### config.mk
export PLATFORM = sky130hd
export DESIGN_NAME = spi_mosi_miso_flat
export DESIGN_NICKNAME = d
export VERILOG_FILES = /design/src/rtl/spi_mosi_miso_if.sv /design/src/rtl/spi_mosi_miso.sv /design/src/flat_wrapper.sv
export SDC_FILE = /design/constraint.sdc
export NUM_CORES = 1
export LEC_CHECK = 0
export CORE_AREA = 5 5 97 117
export DETAILED_ROUTE_END_ITERATION = 16
export DIE_AREA = 0 0 102 122
export GPL_TIMING_DRIVEN = 0
export PLACE_DENSITY = 0.7
export SYNTH_ARGS = -nofsm -noshare
export SYNTH_HDL_FRONTEND = slang
export SYNTH_SLANG_ARGS = --single-unit
### constraint.sdc
create_clock -name clk -period 4.02 [get_ports clk]
set_clock_uncertainty 0.05 [all_clocks]
set_input_delay 1.005 -clock clk [delete_from_list [all_inputs] [get_ports clk]]
set_output_delay 1.005 -clock clk [all_outputs]
set_load 0.01 [all_outputs]
### src/rtl/spi_mosi_miso_if.sv
// Signal bundle between the SPI register file (master) and the bit-serial data engine (slave).
// Carries the start/ready handshakes, the parallel words and the two serial lines.
interface spi_mosi_miso_if #(
  parameter int unsigned WIDTH = 32
);
  logic             transmit_ready;
  logic [WIDTH-1:0] mosi_data;
  logic             transmit_start;
  logic             mosi_out;
  logic             receive_ready;
  logic [WIDTH-1:0] miso_data;
  logic             receive_start;
  logic             miso_in;

  modport master (
    input  transmit_ready,
    input  mosi_out,
    input  receive_ready,
    input  miso_data,
    output mosi_data,
    output transmit_start,
    output receive_start,
    output miso_in
  );

  modport slave (
    output transmit_ready,
    output mosi_out,
    output receive_ready,
    output miso_data,
    input  mosi_data,
    input  transmit_start,
    input  receive_start,
    input  miso_in
  );
endinterface

### src/rtl/spi_mosi_miso.sv
// Bit-serial SPI data engine: independent MOSI (word -> MSB-first bits) and MISO
// (MSB-first bits -> word) channels, one bit per clk cycle.
module spi_mosi_miso #(
  parameter int unsigned WIDTH = 32
) (
  input logic           clk,
  input logic           rst,
  spi_mosi_miso_if.slave bus
);

  localparam int unsigned    CntW    = (WIDTH > 1) ? $clog2(WIDTH) : 1;
  localparam logic [CntW-1:0] LastBit = CntW'(WIDTH - 1);
  localparam logic [CntW-1:0] CntOne  = CntW'(1);

  typedef enum logic {StIdle, StShift} state_e;

  // ---------------------------------------------------------------------------
  // MOSI channel
  // ---------------------------------------------------------------------------
  state_e           tx_state_q, tx_state_d;
  logic [WIDTH-1:0] tx_shift_q, tx_shift_d;
  logic [CntW-1:0]  tx_cnt_q, tx_cnt_d;
  logic             mosi_out_q, mosi_out_d;

  always_ff @(posedge clk or posedge rst) begin
    if (rst) begin
      tx_state_q <= StIdle;
      tx_shift_q <= '0;
      tx_cnt_q   <= '0;
      mosi_out_q <= 1'b0;
    end else begin
      tx_state_q <= tx_state_d;
      tx_shift_q <= tx_shift_d;
      tx_cnt_q   <= tx_cnt_d;
      mosi_out_q <= mosi_out_d;
    end
  end

  // The shift register's MSB is always the bit on the wire while shifting.
  always_comb begin
    tx_state_d = tx_state_q;
    tx_shift_d = tx_shift_q;
    tx_cnt_d   = tx_cnt_q;
    case (tx_state_q)
      StIdle: begin
        if (bus.transmit_start) begin
          tx_state_d = StShift;
          tx_shift_d = bus.mosi_data;
          tx_cnt_d   = '0;
        end
      end
      StShift: begin
        if (tx_cnt_q == LastBit) begin
          tx_state_d = StIdle;
          tx_shift_d = '0;
          tx_cnt_d   = '0;
        end else begin
          tx_shift_d = tx_shift_q << 1;
          tx_cnt_d   = tx_cnt_q + CntOne;
        end
      end
      default: begin
        tx_state_d = StIdle;
      end
    endcase
  end

  always_comb begin
    mosi_out_d         = (tx_state_d == StShift) ? tx_shift_d[WIDTH-1] : 1'b0;
    bus.mosi_out       = mosi_out_q;
    bus.transmit_ready = (tx_state_q == StIdle);
  end

  // ---------------------------------------------------------------------------
  // MISO channel
  // ---------------------------------------------------------------------------
  state_e           rx_state_q, rx_state_d;
  logic [WIDTH-1:0] rx_shift_q, rx_shift_d;
  logic [WIDTH-1:0] rx_word_q, rx_word_d;
  logic [CntW-1:0]  rx_cnt_q, rx_cnt_d;
  logic [WIDTH-1:0] rx_shifted;

  always_ff @(posedge clk or posedge rst) begin
    if (rst) begin
      rx_state_q <= StIdle;
      rx_shift_q <= '0;
      rx_word_q  <= '0;
      rx_cnt_q   <= '0;
    end else begin
      rx_state_q <= rx_state_d;
      rx_shift_q <= rx_shift_d;
      rx_word_q  <= rx_word_d;
      rx_cnt_q   <= rx_cnt_d;
    end
  end

  assign rx_shifted = (rx_shift_q << 1) | WIDTH'(bus.miso_in);

  // The visible word is only replaced on the final sample, never with a partial word.
  always_comb begin
    rx_state_d = rx_state_q;
    rx_shift_d = rx_shift_q;
    rx_word_d  = rx_word_q;
    rx_cnt_d   = rx_cnt_q;
    case (rx_state_q)
      StIdle: begin
        if (bus.receive_start) begin
          rx_state_d = StShift;
          rx_shift_d = '0;
          rx_cnt_d   = '0;
        end
      end
      StShift: begin
        if (rx_cnt_q == LastBit) begin
          rx_state_d = StIdle;
          rx_word_d  = rx_shifted;
          rx_shift_d = '0;
          rx_cnt_d   = '0;
        end else begin
          rx_shift_d = rx_shifted;
          rx_cnt_d   = rx_cnt_q + CntOne;
        end
      end
      default: begin
        rx_state_d = StIdle;
      end
    endcase
  end

  always_comb begin
    bus.receive_ready = (rx_state_q == StIdle);
    bus.miso_data     = rx_word_q;
  end

endmodule

### src/flat_wrapper.sv
// flat-port wrapper written by rule: the top's interface ports become plain ports
module spi_mosi_miso_flat 
#(
  parameter int unsigned WIDTH = 32
)
  (clk, rst, bus_transmit_ready, bus_mosi_out, bus_receive_ready, bus_miso_data, bus_mosi_data, bus_transmit_start, bus_receive_start, bus_miso_in);
  spi_mosi_miso_if #(.WIDTH(WIDTH)) bus_i ();
  input logic clk;
  input logic rst;
  output wire logic [$bits(bus_i.transmit_ready)-1:0] bus_transmit_ready;
  output wire logic [$bits(bus_i.mosi_out)-1:0] bus_mosi_out;
  output wire logic [$bits(bus_i.receive_ready)-1:0] bus_receive_ready;
  output wire logic [$bits(bus_i.miso_data)-1:0] bus_miso_data;
  input wire logic [$bits(bus_i.mosi_data)-1:0] bus_mosi_data;
  input wire logic [$bits(bus_i.transmit_start)-1:0] bus_transmit_start;
  input wire logic [$bits(bus_i.receive_start)-1:0] bus_receive_start;
  input wire logic [$bits(bus_i.miso_in)-1:0] bus_miso_in;
  assign bus_transmit_ready = bus_i.transmit_ready;
  assign bus_mosi_out = bus_i.mosi_out;
  assign bus_receive_ready = bus_i.receive_ready;
  assign bus_miso_data = bus_i.miso_data;
  assign bus_i.mosi_data = bus_mosi_data;
  assign bus_i.transmit_start = bus_transmit_start;
  assign bus_i.receive_start = bus_receive_start;
  assign bus_i.miso_in = bus_miso_in;
  spi_mosi_miso #(.WIDTH(WIDTH)) u_core (.clk(clk), .rst(rst), .bus(bus_i));
endmodule
==> reports/results.txt, run 1 <==
CTS Root Buffer Type: clkbuf_16
Avg Synthesized Cell Area: 13.24 um2
Cell Area, Synth: 4449 um2
Number of top-level pins: 72
Routed len/inst: 16.01 um
Antenna violations before repair: 0
Unrepaired setup endpoints after global routing: no
Class of the tightest hold or removal check: flop to flop
GRT Overall Usage: 14.98%
Overall overflow remaining after global route: 0
Ratio of routed vias to standard cells: 5.255
Final hold violation count: 0
Setup Buffers After CTS: 0
Worst reg-to-reg path cell count: 8
Most crowded layer after global routing: met2
Filler Cells Inserted: 868
Register-to-register path setup slack: 1990 ps
P_int: 2.655 mW
Fraction of final layout cells sized beyond drive strength 1: 17.02%
Sequential-to-total area share from yosys stat: 60.18%
Max-slew headroom at the worst pin: 66.57%
CP arrival: 1480 ps
Iteration-0 DRC count of the detailed router: 88
Top fanout value on the critical path: 8
Num CTS Buffers: 9
Register share of total power: 47.2%
Power share of the clock group: 23.7%
Placed cell areas: 5341 um2
Area share of the largest cell type after synthesis: 60.18%
Number of library cell types mapped by synthesis: 31
Met2 track demand over resource in global routing: 24.11%
Initial Utilization: 43.58%
Core box area: 10,210 um2
Count of hold buffers inserted by post-cts repair: 0
Total of cells resized after clock tree synthesis: 0
CTS tree: built
Family with the most delay on the worst path: buffers and inverters
Finished Layout Cells: 552
Die footprint: 12,440 um2
Later-pin clock latency in the skew report: 340 ps
Synth top area cells: dfrtp_1, mux2_2, mux2i_1
Number of global-route vias before repair: 3,096
Area growth from synthesis to final layout: 26.94%
Cell with the biggest individual delay on the critical path: clkdlybuf4s50_1
Synth warnings: 0
Source of the worst register-to-register timing path: u_core.tx_cnt_q[0]
Worst R2R End: u_core.tx_shift_q[4]
Met3 demand-to-capacity share in global routing: 3.322%
Pin slew with the least headroom to its limit: 501.5 ps
Clock tree buffer depth: 2
Met1 capacity usage during global routing: 19.05%
Cell depth of the worst hold path: 2
Drt pass-1 iters: 6
Post-detailed-placement half-perimeter wirelength: 6268 um
Worst Hold Margin: 431.1 ps
Final std cell area, no fill: 5648 um2
Final critical-path required period: 2532 ps
Floorplan row count: 41
Clock H-tree levels: 3
Endpoint, Worst Hold: u_core.tx_shift_q[3]
Number of setup violations in the final report: 0
Remaining design rule violation count: 0
Nature of the critical path endpoint: output pin
Cells after DPL: 536
Critical Setup Path Class: flop to output pin
Worst-case vdd ir drop: 0.3377 mV
Launching element type of the critical path: flop
Delay of the slowest cell on the worst path: 530 ps
Final-report max-slew violation count: 0
Switching power total: 1.084 mW
Buffer and inverter count on the worst path: 3
Status: complete, no violations
Number of max-cap violations: 0
Switching Fraction: 29.00%
Ant diodes: 0
Total power consumption of the routed design: 3.739 mW
Cell breakdown of the critical path: buf_4 -> inv_2 -> clkdlybuf4s50_1
Flip-flop and latch count after synthesis: 107
Cells after Synth: 336
P_leak: 2.666 nW
Die height: 122 um
Number of port buffers: 70
Dominant cell type by area after synthesis: dfrtp_1
Weighted congestion reported at the end of routability-driven placement: 0.7727
Num Clock Sinks: 107
Portion of total power attributed to combinational logic: 29.0%
Total length of routed wires: 8836 um
Die span in x: 102 um
Largest net degree at the start of global routing: 70
Final worst-path cycle share: 62.98%
Startpoint of the most critical hold path: u_core.tx_shift_q[2]
Clock-pin slew on the worst setup and hold paths: 70 ps
Achievable clock frequency: 395.0 MHz
Final #Nets: 461
Vias after detailed routing: 2,901
Power density over the cells: 662.0 nW/um2
Post-Syn Nets: 379
Antenna-violating nets left: 0
Wire length of the first global-routing pass: 14,650 um
Data required time of the critical path: 2960 ps
Final total negative setup slack: 0 ps
final cells by class:
cell class | count | area, um2 | share of cell area, %
clock inverter | 3 | 46.29 | 0.8197
sequential | 107 | 2678 | 47.41
multi-input combinational | 200 | 1597 | 28.27
timing repair buffer | 71 | 728.2 | 12.89
inverter | 6 | 25.02 | 0.4431
clock buffer | 13 | 260.3 | 4.608
tap | 129 | 161.4 | 2.858
buffer | 23 | 152.6 | 2.703
state kept, by name (all words and copies together) (netlist names):
signal / cells
u_core.bus.miso_data: 32
u_core.rx_shift_q: 31
u_core.tx_shift_q: 31
u_core.rx_cnt_q: 5
u_core.tx_cnt_q: 5
u_core.bus.mosi_out: 1
u_core.rx_state_q: 1
u_core.tx_state_q: 1
cells by family after synthesis:
group                    after synthesis  share of synthesized area (%)
flip-flops                           107                          60.18
AO/OA/AOI/OAI                         77                          11.67
multiplexers                          63                          15.24
AND/OR/NAND/NOR                       53                          7.087
buffers and inverters                 29                          3.937
adder cells (fa/ha/maj)                6                          1.687
XOR/XNOR                               1                         0.1969
worst min-delay path, stage by stage (launching register included):
cell,delay (ps)
dfrtp_1,340
nand2_1,40
o21ai_0,60
layout by cell type (no fill, tap or decap), types with 3 or more instances in the layout:
cell type	instances
clkbuf_1	6
buf_2	8
o21ai_0	35
nand3b_1	20
clkdlybuf4s50_1	70
nand2_1	19
mux2_2	30
buf_6	4
a22o_1	33
clkbuf_16	9
o22ai_1	3
mux2i_1	31
dfrtp_1	107
ha_1	6
a21oi_1	4
inv_1	4
buf_4	7
layer usage:
metal	vias up	routed length, um
met2	62	4302
li1	1372	-
met5	-	0
met3	16	431
met1	1451	3888
met4	0	214
synthesized netlist by cell type, drive strengths merged:
master and number:
nand3 2, nor4b 1, mux2i 31, a21o 1, nor2 4, inv 6, buf 19, and3 1
o22ai 3, nor3b 1, and2b 1, a31o 1, o21ai 35, dfrtp 107, nand2b 2, mux2 32
xor2 1, nand3b 20, nor3 1, a22o 33, ha 6, clkbuf 4, nand2 20, a21oi 4
stage by stage:
step	util, %	setup slack (ps)
detailed placement	52.32	1724
finish	55.33	1488
global placement	52.03	-1353
floorplan	-	147.8
global route	55.33	1423
CTS	55.33	1466
power by group through the flow:
stage	Combinational, mW	Sequential [mW]	Clock, mW
finish	1.09	1.77	0.887
global route	1.21	1.82	0.961
CTS	1.11	1.77	0.917
detailed placement	1.10	1.78	0
global placement	1.06	1.77	0
floorplan	0.614	1.77	0
worst max path at each step:
stage | start | cells after the start | to
floorplan | rst | 1 | u_core.bus.miso_data[0]
global placement | rst | 2 | u_core.bus.miso_data[9]
detailed placement | bus_receive_start | 5 | u_core.rx_cnt_q[0]
CTS | u_core.rx_state_q | 3 | bus_receive_ready
global route | u_core.tx_state_q | 2 | bus_transmit_ready
finish | u_core.rx_state_q | 3 | bus_receive_ready
Note: power is estimated with default switching activity, not from simulation.
==> run 2, diff against run 1 <==
- PLACE_DENSITY: 0.7 -> 0.67
- clock period: 4.02 -> 2.5 ns (I/O delays scaled with it)
==> run 2 against run 1 <==
Effect of this change: wire length fell by 0.16%; highest routed layer unchanged; die area stayed put; worst hold slack about the same; via count grew 0.14%; non-clock buffer count is 1 higher; flip-flop and latch count stayed put; critical path depth is the same; clock power grew 69%; global-route usage rose by 0.19 points.
==> reports/results.txt, run 2 (same netlist as run 1, synthesis figures left out) <==
Num CTS Buffers: 9 (unchanged)
Achievable clock frequency: 463.8 MHz
Storage cell area: 2678 um2 (unchanged)
Die span in x: 102 um (unchanged)
Startpoint of the most critical hold path: u_core.tx_shift_q[3] (was u_core.tx_shift_q[2])
Final std cell area, no fill: 5670 um2 (was 5648 um2)
Min setup slack post-route: 344.1 ps (was 1488 ps)
Cell with the biggest individual delay on the critical path: clkdlybuf4s50_1 (unchanged)
Clock-pin slew on the worst setup and hold paths: 70 ps (about the same)
Number of setup violations in the final report: 0 (unchanged)
Multi-input gate area: 1597 um2 (unchanged)
Area growth from synthesis to final layout: 27.45% (was 26.94%)
Total power consumption of the routed design: 6.082 mW (was 3.739 mW)
Pin slew with the least headroom to its limit: 800.7 ps (was 501.5 ps)
Class of the tightest hold or removal check: flop to flop (unchanged)
Met1 capacity usage during global routing: 18.63% (was 19.05%)
Family with the most delay on the worst path: buffers and inverters (unchanged)
Overall overflow remaining after global route: 0 (unchanged)
Worst-case vdd ir drop: 0.5049 mV (was 0.3377 mV)
Final total negative setup slack: 0 ps (unchanged)
Worst Hold Margin: 430.8 ps (was 431.1 ps)
Weighted congestion reported at the end of routability-driven placement: 0.7623 (was 0.7727)
Source of the worst register-to-register timing path: u_core.tx_cnt_q[0] (unchanged)
Post-detailed-placement half-perimeter wirelength: 6311 um (was 6268 um)
Most frequent standard cell in the layout excluding fill and tap cells: dfrtp_1 (unchanged)
Num Clock Sinks: 107 (unchanged)
Antenna-violating nets left: 0 (unchanged)
Fraction of final layout cells sized beyond drive strength 1: 17.26% (was 17.02%)
Met3 demand-to-capacity share in global routing: 5.155% (was 3.322%)
Status: complete, no violations (unchanged)
Flip-flop count of the largest register, all copies and words added: 32 (unchanged)
Filler Cells Inserted: 871 (was 868)
Critical path origin: u_core.rx_state_q (unchanged)
Number of port buffers: 70 (unchanged)
Largest net degree at the start of global routing: 39 (was 70)
Clock tree buffer depth: 2 (unchanged)
Wire length of the first global-routing pass: 14,860 um (was 14,650 um)
Cells after DPL: 537 (was 536)
Unrepaired setup endpoints after global routing: no (unchanged)
Launching element type of the critical path: flop (unchanged)
Setup Buffers After CTS: 0 (unchanged)
Setup slack after placement: 453.4 ps (was 1724 ps)
CTS tree: built (unchanged)
Top fanout value on the critical path: 8 (unchanged)
Buffer and inverter count on the worst path: 3 (unchanged)
Finished Layout Cells: 552 (unchanged)
GRT Overall Usage: 15.17% (was 14.98%)
Max-slew headroom at the worst pin: 46.50% (was 66.57%)
Final-report max-slew violation count: 0 (unchanged)
Vias after detailed routing: 2,905 (was 2,901)
Core box area: 10,210 um2 (unchanged)
Iteration-0 DRC count of the detailed router: 65 (was 88)
Total length of routed wires: 8822 um (was 8836 um)
Ant diodes: 0 (unchanged)
Number of top-level pins: 72 (unchanged)
Final critical-path required period: 2156 ps
Final hold violation count: 0 (unchanged)
Power density over the cells: 1073 nW/um2 (was 662.0 nW/um2)
Placed cell areas: 5355 um2 (was 5341 um2)
Drt pass-1 iters: 4 (was 6)
Die footprint: 12,440 um2 (unchanged)
Die height: 122 um (unchanged)
Nature of the critical path endpoint: output pin (unchanged)
Most crowded layer after global routing: met2 (unchanged)
CP arrival: 1480 ps (about the same)
Data required time of the critical path: 1820 ps (was 2960 ps)
Delay of the slowest cell on the worst path: 540 ps (was 530 ps)
Critical Setup Path Class: flop to output pin (unchanged)
Ratio of routed vias to standard cells: 5.263 (was 5.255)
Later-pin clock latency in the skew report: 340 ps (about the same)
Clock H-tree levels: 3 (unchanged)
Remaining design rule violation count: 0 (unchanged)
Count of hold buffers inserted by post-cts repair: 0 (unchanged)
Met2 track demand over resource in global routing: 24.96% (was 24.11%)
Commonest non-fill, non-tap cells in the layout: dfrtp_1, clkdlybuf4s50_1, o21ai_0 (unchanged)
Final #Nets: 462 (was 461)
Number of global-route vias before repair: 3,126 (was 3,096)
Cell breakdown of the critical path: buf_4 -> inv_2 -> clkdlybuf4s50_1 (unchanged)
Number of max-cap violations: 0 (unchanged)
Floorplan row count: 41 (unchanged)
Routed len/inst: 15.98 um (was 16.01 um)
Initial Utilization: 43.58% (unchanged)
Total of cells resized after clock tree synthesis: 0 (unchanged)
P_leak: 2.675 nW (was 2.666 nW)
Final worst-path cycle share: 86.24%
CTS Root Buffer Type: clkbuf_16 (unchanged)
Antenna violations before repair: 0 (unchanged)
Final core utilization: 55.55% (was 55.33%)
-- run 2: report_power, final --
part	internal, mW	switching [mW]
registers	2.40	0.435
logic	1.04	0.710
clock network	0.882	0.618
total	4.32	1.76
-- run 2: layer usage --
| layer | routed length (um) | vias up |
|---|---|---|
| met5 | 0 | - |
| li1 | - | 1375 |
| met4 | 143 | 0 |
| met1 | 3730 | 1463 |
| met3 | 544 | 10 |
| met2 | 4404 | 57 |
-- run 2: path summary, 6_finish.rpt --
kind                                             to  slack (ps)  cells after the start
max                               bus_receive_ready         340                      3
min reg2reg                    u_core.tx_shift_q[4]         430                      2
max reg2reg                    u_core.tx_shift_q[3]         440                      8
min                            u_core.tx_shift_q[4]         430                      2
max in group asynchronous     u_core.tx_shift_q[29]        1040                      3
min in group asynchronous  u_core.bus.miso_data[13]         730                      2
-- run 2: layout make-up --
class,count,share of cell area [%]
sequential,107,47.22
tap,129,2.846
inverter,6,0.4634
clock buffer,10,4.038
clock inverter,5,1.523
multi-input combinational,200,28.16
timing repair buffer,72,13.06
buffer,23,2.692
-- run 2: worst min-delay path: cells and delay by family, from the launching register on --
kind | cells | cell delay (ps)
and+or+nand+nor | 1 | 40
DFF | 1 | 340
AOI/OAI and AO/OA | 1 | 60
